### config.mk
export PLATFORM = sky130hd
export DESIGN_NAME = seq_pattern_tx
export DESIGN_NICKNAME = d
export VERILOG_FILES = /design/src/rtl/seq_pkg.sv /design/src/rtl/seq_pattern_tx_piso.sv /design/src/rtl/seq_pattern_tx.sv
export SDC_FILE = /design/constraint.sdc
export NUM_CORES = 1
export LEC_CHECK = 0
export BUFFER_PORTS_ARGS = -buffer_cell sky130_fd_sc_hd__buf_4
export CORE_AREA = 2 2 39 41
export DETAILED_ROUTE_END_ITERATION = 8
export DIE_AREA = 0 0 41 43
export GPL_TIMING_DRIVEN = 0
export HOLD_SLACK_MARGIN = 0.06
export SLEW_MARGIN = 15
export SYNTH_ARGS = -nofsm -noshare
export SYNTH_HDL_FRONTEND = slang
export SYNTH_SLANG_ARGS = --single-unit
### constraint.sdc
create_clock -name clk -period 1.8 [get_ports clk]
set_clock_uncertainty 0.15 [all_clocks]
set_input_delay 0 -clock clk [delete_from_list [all_inputs] [get_ports clk]]
set_output_delay 0 -clock clk [all_outputs]
set_load 0.01 [all_outputs]
### src/rtl/seq_pkg.sv
// Shared types and defaults for the serial pattern transmitter and its detector bench.
package seq_pkg;

  typedef enum logic [1:0] {
    IDLE = 2'd0,
    SEND = 2'd1,
    DONE = 2'd2
  } state_t;

  localparam int unsigned DEFAULT_WIDTH = 5;
  localparam logic [4:0]  DEFAULT_PAT   = 5'b10101;

endpackage

### src/rtl/seq_pattern_tx_piso.sv
// Parallel-in/serial-out shift register: load has priority over shift, MSB is the serial output.
module seq_piso #(
  parameter int unsigned WIDTH = 5
) (
  input  logic             clk,
  input  logic             reset,
  input  logic             load,
  input  logic             shift,
  input  logic [WIDTH-1:0] din,
  output logic             msb
);

  logic [WIDTH-1:0] sr;

  // Zero fill on shift so the line idles low once a pass has drained.
  always_ff @(posedge clk) begin
    if (reset) begin
      sr <= '0;
    end else if (load) begin
      sr <= din;
    end else if (shift) begin
      sr <= {sr[WIDTH-2:0], 1'b0};
    end
  end

  assign msb = sr[WIDTH-1];

endmodule

### src/rtl/seq_pattern_tx.sv
// Serial pattern transmitter: latches a pattern on start and shifts it out MSB-first.
// Back-to-back repeats are compiled in only when SEQ_TX_REPEAT_EN is defined.
module seq_pattern_tx
  import seq_pkg::*;
#(
  parameter int unsigned WIDTH = DEFAULT_WIDTH,
  parameter int unsigned CNT_W = 4
) (
  input  logic                     clk,
  input  logic                     reset,
  input  logic                     start,
  input  logic [WIDTH-1:0]         pattern,
  input  logic [CNT_W-1:0]         repeat_n,
  output logic                     x,
  output logic                     valid,
  output logic                     busy,
  output logic                     done,
  output logic [$clog2(WIDTH)-1:0] bit_idx
);

  localparam int unsigned IDX_W = $clog2(WIDTH);

  state_t           state, state_d;
  logic [IDX_W-1:0] bit_cnt, bit_cnt_d;
  logic [WIDTH-1:0] pat_q, pat_d;
  logic             sr_load, sr_shift;
  logic [WIDTH-1:0] sr_din;

`ifdef SEQ_TX_REPEAT_EN
  logic [CNT_W-1:0] rep_left, rep_left_d;
`else
  logic unused_repeat_n;
  assign unused_repeat_n = ^repeat_n;
`endif

  seq_piso #(.WIDTH(WIDTH)) u_piso (
    .clk   (clk),
    .reset (reset),
    .load  (sr_load),
    .shift (sr_shift),
    .din   (sr_din),
    .msb   (x)
  );

  // State and status registers; outputs are decoded from the next state.
  always_ff @(posedge clk) begin
    if (reset) begin
      state   <= IDLE;
      bit_cnt <= '0;
      pat_q   <= WIDTH'(DEFAULT_PAT);
      valid   <= 1'b0;
      busy    <= 1'b0;
      done    <= 1'b0;
`ifdef SEQ_TX_REPEAT_EN
      rep_left <= '0;
`endif
    end else begin
      state   <= state_d;
      bit_cnt <= bit_cnt_d;
      pat_q   <= pat_d;
      valid   <= (state_d == SEND);
      busy    <= (state_d == SEND);
      done    <= (state_d == DONE);
`ifdef SEQ_TX_REPEAT_EN
      rep_left <= rep_left_d;
`endif
    end
  end

  assign bit_idx = bit_cnt;

  always_comb begin
    state_d   = state;
    bit_cnt_d = bit_cnt;
    pat_d     = pat_q;
    sr_load   = 1'b0;
    sr_shift  = 1'b0;
    sr_din    = pattern;
`ifdef SEQ_TX_REPEAT_EN
    rep_left_d = rep_left;
`endif
    case (state)
      IDLE, DONE: begin
        state_d = IDLE;
        if (start) begin
          state_d   = SEND;
          sr_load   = 1'b1;
          pat_d     = pattern;
          bit_cnt_d = IDX_W'(WIDTH - 1);
`ifdef SEQ_TX_REPEAT_EN
          rep_left_d = repeat_n;
`endif
        end
      end
      SEND: begin
        if (bit_cnt != '0) begin
          sr_shift  = 1'b1;
          bit_cnt_d = bit_cnt - IDX_W'(1);
        end else begin
          // Final pass drains the register to zero so x idles low afterwards.
          sr_shift  = 1'b1;
          state_d   = DONE;
          bit_cnt_d = '0;
`ifdef SEQ_TX_REPEAT_EN
          if (rep_left != '0) begin
            sr_shift   = 1'b0;
            sr_load    = 1'b1;
            sr_din     = pat_q;
            state_d    = SEND;
            bit_cnt_d  = IDX_W'(WIDTH - 1);
            rep_left_d = rep_left - CNT_W'(1);
          end
`endif
        end
      end
      default: state_d = IDLE;
    endcase
  end

endmodule

==> results.json <==
{
  "met1_length_um": 431,
  "io_buffer_count": 14,
  "top_layer_used": "met4",
  "clock_sinks": 12,
  "status": "complete, no violations",
  "rsz0062_at_grt": "no",
  "grt_usage_pct": 12.2,
  "syn_nets": 62,
  "routedWlPerCell_um": 11.1,
  "final_nets": 87,
  "r2r-start": "state[1]",
  "finalNonFillerCells": 90,
  "rrSetupSlack_ns": 0.45,
  "drc_errors": 0,
  "max_freq_mhz": 742,
  "critPathLaunch": "state[1]",
  "cts_tree": "yes",
  "synthTopCellsByArea": "dfxtp_1 53%, a21oi_1 10%, nand3_1 6.6%, a22oi_1 6.6%, nand2b_1 2.8%",
  "slew_headroom_pct": 70.4,
  "worstPathMaxFanout": 10,
  "cts_buffer_depth": 2,
  "p_per_area_mw_per_mm2": 894,
  "slew_violations": 0,
  "cts-root-buf": "clkbuf_4",
  "p_sw_share_pct": 24.4,
  "start_kind": "flip-flop",
  "grt_pass1_vias": 350,
  "fin_util_pct": 48.6,
  "die_area_mm2": 0.00176,
  "antenna_found_initial": 0,
  "die_w_um": 41,
  "htree_levels": 1,
  "ys_seq_area_share_pct": 53.2,
  "clk_pin_slew_ns": 0.08,
  "placed_cell_area_um2": 577,
  "dp_hpwl_um": 634,
  "finalSetupTns_ns": 0,
  "synth_edf_count": 0,
  "crit_arrival_ns": 1.34,
  "cts_buffers": 3,
  "ir_drop_mv": 0.404,
  "post-route-period-util_pct": 74.9,
  "hold_violations": 0,
  "n_antenna_cell": 0,
  "dr.pass1.iters": 4,
  "power_switching_uw": 147,
  "synthTopCellsByCount": "12 x dfxtp_1, 9 x a21oi_1, 6 x nand3_1",
  "pwr-share-comb_pct": 15.7,
  "clk_latency_ns": 0.27,
  "area_growth_pct": 49.0,
  "cp.required_ns": 1.79,
  "setup_viol": 0,
  "synthArstFlopShare_pct": 0,
  "final_layout_size_suffix_gt1_share_pct": 25.7,
  "initial_core_util_pct": 32.6,
  "seq_area_um2": 240,
  "core_mm2": 0.00138,
  "ys_warn_count": 0,
  "final_area_um2": 673,
  "grt_max_degree": 11,
  "yosysMostFrequentCell": "dfxtp_1",
  "min_to": "u_piso.sr[0]",
  "yosysTopAreaCell": "dfxtp_1",
  "min_from": "start",
  "hold_depth": 4,
  "nFillCells": 147,
  "yosysTopAreaCellShare_pct": 53.2,
  "r2r_end": "bit_idx[2]",
  "p_seq_share_pct": 48.7,
  "hold_class": "in2reg",
  "multi_input_area_um2": 193,
  "path_class": "reg2reg",
  "num_rows": 14,
  "ant_nets": 0,
  "drt-initial-drc-count": 16,
  "syn_avg_cell_area_um2": 9.03,
  "wl_met3_um": 62,
  "drv_cap": 0,
  "p_leak_nw": 0.277,
  "synth-main-ff-cell": "dfxtp_1",
  "die_y_um": 43,
  "via_per_inst": 5.10,
  "routabilityCongestion": 0.729,
  "finalCriticalPeriod_ns": 1.35,
  "yosys_register_bits": 12,
  "synth_area_um2": 452,
  "vias": 459,
  "internal_power_uw": 455,
  "syn_inst": 50,
  "routed_wl_um": 995,
  "route.met2.wl_um": 479,
  "clockPowerShare_pct": 35.7,
  "cts_setup_buffers": 0,
  "ios": 19,
  "dp.cells": 80,
  "reg2reg_depth": 4,
  "grt_pass1_wl_mm": 1.44,
  "synth.distinct_cells": 15,
  "cp-end-kind": "flip-flop",
  "worst_pin_slew_ns": 0.443,
  "grt-ovfl-total": 0
}
## flip-flops by register name (all words and copies together), names as in the netlist
name	count
busy	1
state	2
done	1
bit_idx	3
u_piso.sr	5
## power by group through the flow
stage	combinational (mW)	clock (mW)	sequential, mW
finish	0.0945	0.215	0.293
detailed placement	0.0842	0	0.299
CTS	0.0947	0.220	0.293
global placement	0.0834	0	0.299
global route	0.104	0.232	0.295
floorplan	0.0440	0	0.301
## routing by layer
metal,GRT usage (%),vias up
met1,15.4,209
met3,3.14,4
met5,0,-
met2,16.6,17
met4,10.0,0
li1,-,229
## cell type report
cell class / instances / area share (%)
buffer: 4 / 2.79
tap: 16 / 2.97
sequential: 12 / 35.7
multi-input combinational: 34 / 28.6
timing repair buffer: 20 / 24.5
clock buffer: 4 / 5.39
## worst max path at each step
stage                            end  slack (ns)  depth (start not counted)
after floorplan           bit_idx[1]        0.53                          3
after CTS                 bit_idx[2]        0.45                          4
after global routing      bit_idx[0]        0.30                          4
after detailed placement  bit_idx[2]        0.47                          4
final                     bit_idx[2]        0.45                          4
after global placement    bit_idx[2]        0.48                          4
## logic make-up after synthesis
| logic type | Yosys count | share of synthesized area, % |
|---|---|---|
| AO/OA/AOI/OAI | 15 | 19.9 |
| buffers and inverters | 4 | 4.16 |
| flip-flops | 12 | 53.2 |
| AND/OR/NAND/NOR | 19 | 22.7 |
## critical path, stage by stage, from the launching register on
cell and delay [ns]:
dfxtp_1 0.32, nand2b_1 0.16, clkbuf_1 0.23, o31ai_1 0.26
a21oi_1 0.10
## layout by cell type, fill, tap and decap left out, types with 3 or more instances in the layout
cell	instances
a21oi_1	9
a22oi_1	4
buf_4	15
clkbuf_1	3
clkbuf_4	3
dfxtp_1	12
dlygate4sd3_1	6
nand3_1	6
nor2_1	3
## through the flow
stage	hold WS [ns]	power, mW	worst slack, ns
finish	0.0650	0.602	0.452
global route	0.0792	0.631	0.305
CTS	0.0636	0.608	0.453
detailed placement	0.0364	0.383	0.474
global placement	0.0336	0.382	0.481
floorplan	-0.0707	0.345	0.535
## what timing repair did
item / CTS / global route
gates resized for setup: 0 / 0
hold buffers: 6 / 0
hold endpoints to repair: 7 / 0
No activity file was read; power rests on OpenSTA's default activity.
